--- config.mk ---
export PLATFORM = sky130hd
export DESIGN_NAME = fmul_pipe_flat
export DESIGN_NICKNAME = d
export VERILOG_FILES = /design/src/rtl/fmul_pipe_if.sv /design/src/rtl/fmul_pipe.sv /design/src/flat_wrapper.sv
export SDC_FILE = /design/constraint.sdc
export NUM_CORES = 2
export LEC_CHECK = 0
export CAP_MARGIN = 20
export CORE_MARGIN = 10
export CORE_UTILIZATION = 60
export CTS_CLUSTER_SIZE = 16
export DETAILED_ROUTE_END_ITERATION = 16
export HOLD_SLACK_MARGIN = 0.05
export PLACE_DENSITY_LB_ADDON = 0.3
export SLEW_MARGIN = 20
export SYNTH_ARGS = -nofsm -noshare
export SYNTH_HDL_FRONTEND = slang
export SYNTH_SLANG_ARGS = --single-unit
--- constraint.sdc ---
create_clock -name clk -period 9.2 [get_ports clk]
set_input_delay 1.84 -clock clk [delete_from_list [all_inputs] [get_ports clk]]
set_output_delay 1.84 -clock clk [all_outputs]
set_load 0.005 [all_outputs]
--- src/rtl/fmul_pipe_if.sv ---
// Handshake and data bundle for the fmul_pipe floating-point multiplier.
// The slave side is the multiplier, the master side is whoever feeds it and takes results.
interface fmul_pipe_if #(
    parameter int EW = 8,
    parameter int MW = 23
);
    localparam int W = 1 + EW + MW;

    logic         in_valid;
    logic         in_ready;
    logic [W-1:0] x1;
    logic [W-1:0] x2;
    logic         rm;
    logic         ftz;
    logic         out_valid;
    logic         out_ready;
    logic [W-1:0] y;
    logic         ovf;
    logic         unf;
    logic         nx;
    logic         nv;

    modport slave (
        input  in_valid, x1, x2, rm, ftz, out_ready,
        output in_ready, out_valid, y, ovf, unf, nx, nv
    );

    modport master (
        output in_valid, x1, x2, rm, ftz, out_ready,
        input  in_ready, out_valid, y, ovf, unf, nx, nv
    );
endinterface

--- src/rtl/fmul_pipe.sv ---
// Three-stage IEEE-style floating-point multiplier with valid/ready flow control:
// S1 unpack and mantissa product, S2 normalise/denormalise and sticky, S3 round, pack and flags.
module fmul_pipe #(
    parameter int EW = 8,
    parameter int MW = 23
) (
    input logic        clk,
    input logic        rstn,
    fmul_pipe_if.slave bus
);
    localparam int W   = 1 + EW + MW;
    localparam int M   = MW + 1;
    localparam int PW  = 2 * M;
    localparam int XW  = EW + 2;
    localparam int LZW = $clog2(PW + 1);
    localparam logic [EW-1:0] EALL = '1;
    localparam logic [XW-1:0] BIAS = XW'((1 << (EW - 1)) - 1);

    logic adv;
    logic v1, v2, v3;

    logic          s1_sign, s1_rm, s1_ftz, s1_nan, s1_inf, s1_zero, s1_nv;
    logic [XW-1:0] s1_exp;
    logic [PW-1:0] s1_prod;

    logic          s2_sign, s2_rm, s2_ftz, s2_nan, s2_inf, s2_zero, s2_nv;
    logic          s2_tiny, s2_g, s2_r, s2_s;
    logic [EW:0]   s2_exp;
    logic [MW-1:0] s2_mant;

    logic [W-1:0]  s3_y;
    logic          s3_ovf, s3_unf, s3_nx, s3_nv;

    // The whole pipe moves as one; it stalls only when the output slot is full and not taken.
    assign adv           = !v3 || bus.out_ready;
    assign bus.in_ready  = adv;
    assign bus.out_valid = v3;
    assign bus.y         = s3_y;
    assign bus.ovf       = s3_ovf;
    assign bus.unf       = s3_unf;
    assign bus.nx        = s3_nx;
    assign bus.nv        = s3_nv;

    always_ff @(posedge clk or negedge rstn) begin
        if (!rstn) begin
            v1 <= 1'b0;
            v2 <= 1'b0;
            v3 <= 1'b0;
        end else if (adv) begin
            v1 <= bus.in_valid;
            v2 <= v1;
            v3 <= v2;
        end
    end

    logic [EW-1:0] e_a, e_b;
    logic [MW-1:0] f_a, f_b;
    logic [M-1:0]  m_a, m_b;
    logic [XW-1:0] ee_a, ee_b;
    logic          nan_a, nan_b, inf_a, inf_b, zero_a, zero_b, snan_a, snan_b, inv;

    // Subnormal operands get a hidden bit of 0 and behave as if their exponent were 1.
    always_comb begin
        e_a    = bus.x1[W-2:MW];
        f_a    = bus.x1[MW-1:0];
        e_b    = bus.x2[W-2:MW];
        f_b    = bus.x2[MW-1:0];
        m_a    = {|e_a, f_a};
        m_b    = {|e_b, f_b};
        ee_a   = (e_a == '0) ? XW'(1) : {2'b00, e_a};
        ee_b   = (e_b == '0) ? XW'(1) : {2'b00, e_b};
        nan_a  = (e_a == EALL) && (f_a != '0);
        nan_b  = (e_b == EALL) && (f_b != '0);
        inf_a  = (e_a == EALL) && (f_a == '0);
        inf_b  = (e_b == EALL) && (f_b == '0);
        zero_a = (e_a == '0) && (f_a == '0);
        zero_b = (e_b == '0) && (f_b == '0);
        snan_a = nan_a && !f_a[MW-1];
        snan_b = nan_b && !f_b[MW-1];
        inv    = (inf_a && zero_b) || (zero_a && inf_b);
    end

    always_ff @(posedge clk) begin
        if (adv) begin
            s1_sign <= bus.x1[W-1] ^ bus.x2[W-1];
            s1_rm   <= bus.rm;
            s1_ftz  <= bus.ftz;
            s1_nan  <= nan_a || nan_b || inv;
            s1_nv   <= snan_a || snan_b || inv;
            s1_inf  <= inf_a || inf_b;
            s1_zero <= zero_a || zero_b;
            s1_exp  <= ee_a + ee_b - BIAS + XW'(1);
            s1_prod <= PW'(m_a) * PW'(m_b);
        end
    end

    logic [LZW-1:0] lz;
    logic [PW-1:0]  norm, lost;
    logic [XW-1:0]  e_n, dsh;
    logic [PW-2:0]  r;
    logic           tiny_pre, carry_up, d_sticky;

    // Tiny results are shifted right here so rounding happens only once, at subnormal precision.
    always_comb begin
        lz = '0;
        for (int i = 0; i < PW; i++) begin
            if (s1_prod[i]) lz = LZW'(PW - 1 - i);
        end
        norm     = s1_prod << lz;
        e_n      = s1_exp - XW'(lz);
        tiny_pre = e_n[XW-1] || (e_n == '0);
        dsh      = XW'(1) - e_n;
        if (dsh > XW'(PW)) dsh = XW'(PW);
        lost     = norm & ~({PW{1'b1}} << dsh);
        r        = norm[PW-2:0];
        d_sticky = 1'b0;
        if (tiny_pre) begin
            r        = (PW-1)'(norm >> dsh);
            d_sticky = |lost;
        end
        carry_up = (e_n == '0) && (&norm[PW-2 -: MW]) && norm[MW] && !s1_rm;
    end

    always_ff @(posedge clk) begin
        if (adv) begin
            s2_sign <= s1_sign;
            s2_rm   <= s1_rm;
            s2_ftz  <= s1_ftz;
            s2_nan  <= s1_nan;
            s2_nv   <= s1_nv;
            s2_inf  <= s1_inf;
            s2_zero <= s1_zero;
            s2_exp  <= tiny_pre ? '0 : e_n[EW:0];
            s2_mant <= r[PW-2 -: MW];
            s2_g    <= r[MW];
            s2_r    <= r[MW-1];
            s2_s    <= (|r[MW-2:0]) || d_sticky;
            s2_tiny <= tiny_pre && !carry_up;
        end
    end

    logic          inc, inexact, over;
    logic [EW+MW:0] sum;
    logic [W-1:0]  y_d;
    logic          ovf_d, unf_d, nx_d, nv_d;

    // A mantissa carry ripples straight into the exponent field, which also covers subnormal-to-normal.
    always_comb begin
        inc     = !s2_rm && s2_g && (s2_r || s2_s || s2_mant[0]);
        inexact = s2_g || s2_r || s2_s;
        sum     = {s2_exp, s2_mant} + {{(EW+MW){1'b0}}, inc};
        over    = sum[EW+MW -: EW+1] >= {1'b0, EALL};
        y_d     = {s2_sign, sum[EW+MW-1:0]};
        ovf_d   = 1'b0;
        unf_d   = 1'b0;
        nx_d    = 1'b0;
        nv_d    = 1'b0;
        if (s2_nan) begin
            y_d  = {1'b0, EALL, 1'b1, {(MW-1){1'b0}}};
            nv_d = s2_nv;
        end else if (s2_inf) begin
            y_d = {s2_sign, EALL, {MW{1'b0}}};
        end else if (s2_zero) begin
            y_d = {s2_sign, {(EW+MW){1'b0}}};
        end else if (over) begin
            ovf_d = 1'b1;
            nx_d  = 1'b1;
            y_d   = s2_rm ? {s2_sign, EALL - EW'(1), {MW{1'b1}}} : {s2_sign, EALL, {MW{1'b0}}};
        end else if (s2_tiny && s2_ftz) begin
            y_d   = {s2_sign, {(EW+MW){1'b0}}};
            unf_d = 1'b1;
            nx_d  = 1'b1;
        end else begin
            nx_d  = inexact;
            unf_d = s2_tiny && inexact;
        end
    end

    always_ff @(posedge clk) begin
        if (adv) begin
            s3_y   <= y_d;
            s3_ovf <= ovf_d;
            s3_unf <= unf_d;
            s3_nx  <= nx_d;
            s3_nv  <= nv_d;
        end
    end
endmodule

--- src/flat_wrapper.sv ---
// flat-port wrapper written by rule: the top's interface ports become plain ports
module fmul_pipe_flat 
#(
    parameter int EW = 8,
    parameter int MW = 23
)
  (clk, rstn, bus_in_valid, bus_x1, bus_x2, bus_rm, bus_ftz, bus_out_ready, bus_in_ready, bus_out_valid, bus_y, bus_ovf, bus_unf, bus_nx, bus_nv);
  fmul_pipe_if #(.EW(EW), .MW(MW)) bus_i ();
  input logic clk;
  input logic rstn;
  input wire logic [$bits(bus_i.in_valid)-1:0] bus_in_valid;
  input wire logic [$bits(bus_i.x1)-1:0] bus_x1;
  input wire logic [$bits(bus_i.x2)-1:0] bus_x2;
  input wire logic [$bits(bus_i.rm)-1:0] bus_rm;
  input wire logic [$bits(bus_i.ftz)-1:0] bus_ftz;
  input wire logic [$bits(bus_i.out_ready)-1:0] bus_out_ready;
  output wire logic [$bits(bus_i.in_ready)-1:0] bus_in_ready;
  output wire logic [$bits(bus_i.out_valid)-1:0] bus_out_valid;
  output wire logic [$bits(bus_i.y)-1:0] bus_y;
  output wire logic [$bits(bus_i.ovf)-1:0] bus_ovf;
  output wire logic [$bits(bus_i.unf)-1:0] bus_unf;
  output wire logic [$bits(bus_i.nx)-1:0] bus_nx;
  output wire logic [$bits(bus_i.nv)-1:0] bus_nv;
  assign bus_i.in_valid = bus_in_valid;
  assign bus_i.x1 = bus_x1;
  assign bus_i.x2 = bus_x2;
  assign bus_i.rm = bus_rm;
  assign bus_i.ftz = bus_ftz;
  assign bus_i.out_ready = bus_out_ready;
  assign bus_in_ready = bus_i.in_ready;
  assign bus_out_valid = bus_i.out_valid;
  assign bus_y = bus_i.y;
  assign bus_ovf = bus_i.ovf;
  assign bus_unf = bus_i.unf;
  assign bus_nx = bus_i.nx;
  assign bus_nv = bus_i.nv;
  fmul_pipe #(.EW(EW), .MW(MW)) u_core (.clk(clk), .rstn(rstn), .bus(bus_i));
endmodule
==> results.txt <==
status = finished clean
Port Buffer Count = 107
routed vias = 32.46k
Final Cycle Share = 98.10%
First-pass DRT Iterations = 9
antenna violations before repair = 4
relative max-transition margin = 13.41%
Worst-Skew Late Latency = 0.46 ns
Routed Wire Length = 121800 um
simple-gate portion of the synthesized area = 19.96%
final instance area = 38870 um2
Routability Congestion = 1.057
clock period minus worst slack = 9.025 ns
Worst Reg2Reg Path Length in Cells = 23
Setup violations, final = 0
Synth Area in Compound Gates = 16.39%
Seq cells post-synth = 147
Synth cell types = 118
first-pass GRT wire length = 185800 um
max incr delay on CP = 0.58 ns
Final Hold Fails = 0
CTS tree = built
area grow syn2layout = 14.43%
CTS root buf = clkbuf_16
Worst Path Max Fanout = 7
vias in the first global route = 32.47k
Clock Skew = 0.02494 ns
post-synth top area share = 28.53%
Async SR Flop Fraction = 2.041%
synth top area cells = fa_1 (29%), edfxtp_1 (13%), ha_1 (7.3%)
clk slew on worst S/H paths = 0.07 ns
Post-synth EDFFs = 144
CP Data Required Time = 9.39 ns
layout cells sized above 1 = 13.96%
Mapped Nets = 4772
most used flip-flop cell after synthesis = edfxtp_1
worst slew pin tran = 1.299 ns
DRC = 0
Clock Sinks = 147
largest net degree at the start of global routing = 90
Worst Hold Slack = 0.4255 ns
R2R Setup Slk = 0.69 ns
Critical-path top delay cell = fa_2
post-synthesis sequential area ratio = 12.95%
crit-path most repeated cell = fa_2
Hold Crit Class = reg2reg
mux share of post-synthesis cell area = 3.054%
Final nets = 4980
final slew viol count = 0
synthesized instance count = 4020
Worst setup SP type = primary input
Die W = 257.9 um
Post-Synth XOR/XNOR Area = 2.295%
max cap viols = 0
Critical Path End Type = flop
Routed WL per cell = 24.36 um
htree depth = 4
hold-critical path depth = 0
Achievable Freq = 110.8 MHz
post-synthesis adder-cell area fraction = 35.85%
Mapped Area = 33970 um2
buffer depth of the longest clock path = 2
# IOs = 108
post-DP HPWL = 95490 um
gr usage total = 35.52%
Synth Area per Inst = 8.449 um2
cts bufs inserted = 17
largest family of logic cells by synthesized area = adder cells
Final ANT Viol Nets = 0
grt total ovfl = 0
Die Height = 257.9 um
core footprint = 56170 um2
1st-iter DRT viols = 4001
crit path DAT = 9.22 ns
post-synth top area cell = fa_1
Yosys warnings = 0
placed instance area = 37450 um2
WS Path Type = in2reg
die area = 66530 um2
Vias per Instance = 6.494
Initial Util = 60.47%
FP Rows = 87
## layer usage
layer	part of all wire [%]	track usage [%]	wire length [um]
met1	37	44.72	44890
met2	45	56.39	55360
met3	12	8.572	14150
met4	6.0	18.23	7339
met5	0.022	0	27
## path summary, 6_finish.rpt
check | start | end
min in group asynchronous | rstn | u_core.v2
min | u_core.s1_ftz | u_core.s2_ftz
max | bus_x2[6] | u_core.s1_prod[46]
max in group asynchronous | rstn | u_core.v1
min reg2reg | u_core.s1_ftz | u_core.s2_ftz
max reg2reg | u_core.s1_prod[20] | u_core.s2_s
## area by class of cell
class	count	area, um2
Multi-Input combinational cell	3063	26800
Fill cell	4429	17300
Sequential cell	147	4399
Timing Repair Buffer	450	4018
Inverter	549	2068
Tap cell	756	945.9
Clock buffer	17	425.4
Clock inverter	15	207.7
Antenna cell	1	2.502
## per-stage QoR
step | TNS (ns) | instances | setup slack, ns | util, %
2_1_floorplan | 0 | 4020 | 0.007896 | -
3_3_place_gp | -3.964 | 4937 | -0.7023 | 66.65
3_5_place_dp | -5.171 | 4937 | -0.8873 | 66.67
4_1_cts | 0 | 4971 | 0.0008535 | 67.99
5_1_grt | -0.05590 | 4997 | -0.05590 | 69.19
6_report | 0 | 4998 | 0.1748 | 69.20
## critical path, delay by kind of cell
| kind | cells | cell delay [ns] |
|---|---|---|
| adders and majority gates | 8 | 3.83 |
| AOI/OAI and AO/OA | 10 | 1.74 |
| buffers and inverters | 6 | 0.53 |
| xor gates and xnor gates | 1 | 0.09 |
| and+or+nand+nor | 6 | 1.20 |
## layout by cell type (no fill, tap or decap), drive strengths merged, types with 57 or more instances in the layout
| cell type | instances |
|---|---|
| a211oi | 62 |
| edfxtp | 144 |
| inv | 558 |
| and2 | 214 |
| nor2 | 216 |
| o21ai | 155 |
| a21oi | 180 |
| fa | 484 |
| nand2 | 585 |
| buf | 343 |
| mux2i | 65 |
| nor3 | 83 |
| ha | 198 |
| nand3 | 89 |
| xnor2 | 57 |
## Yosys cell counts, types with 76 or more instances
cell type / count
nand2_1: 584
o21ai_0: 133
nor2_1: 213
nand3_1: 89
nor3_1: 76
a21oi_1: 172
inv_1: 543
clkbuf_1: 193
edfxtp_1: 144
ha_1: 198
and2_1: 214
fa_1: 484
## logic make-up (layout without fill, tap and decap cells)
kind of cell / count (synthesis) / after routing
AO/OA/AOI/OAI: 794 / 794
XOR/XNOR: 89 / 89
adder cells (fa/ha/maj): 683 / 683
buffers and inverters: 810 / 1031
flip-flops: 147 / 147
multiplexers: 95 / 95
other: 0 / 1
AND/OR/NAND/NOR: 1402 / 1402
## state kept, by name (all words and copies together) (netlist names), 9 cells and up
register,cells
u_core.s1_prod,48
u_core.s1_exp,10
u_core.s2_mant,23
u_core.s2_exp,9
u_core.bus.y,32
## what timing repair did
action,4_1_cts,5_1_grt
pin swaps,11,91
setup endpoints to repair,7,7
buffers inserted,2,25
hold buffers,0,0
gates resized for setup,31,188
gates cloned,0,2
Power is not shown: default switching activity piles up to over one toggle a cycle in this logic, so the estimate is an artifact.
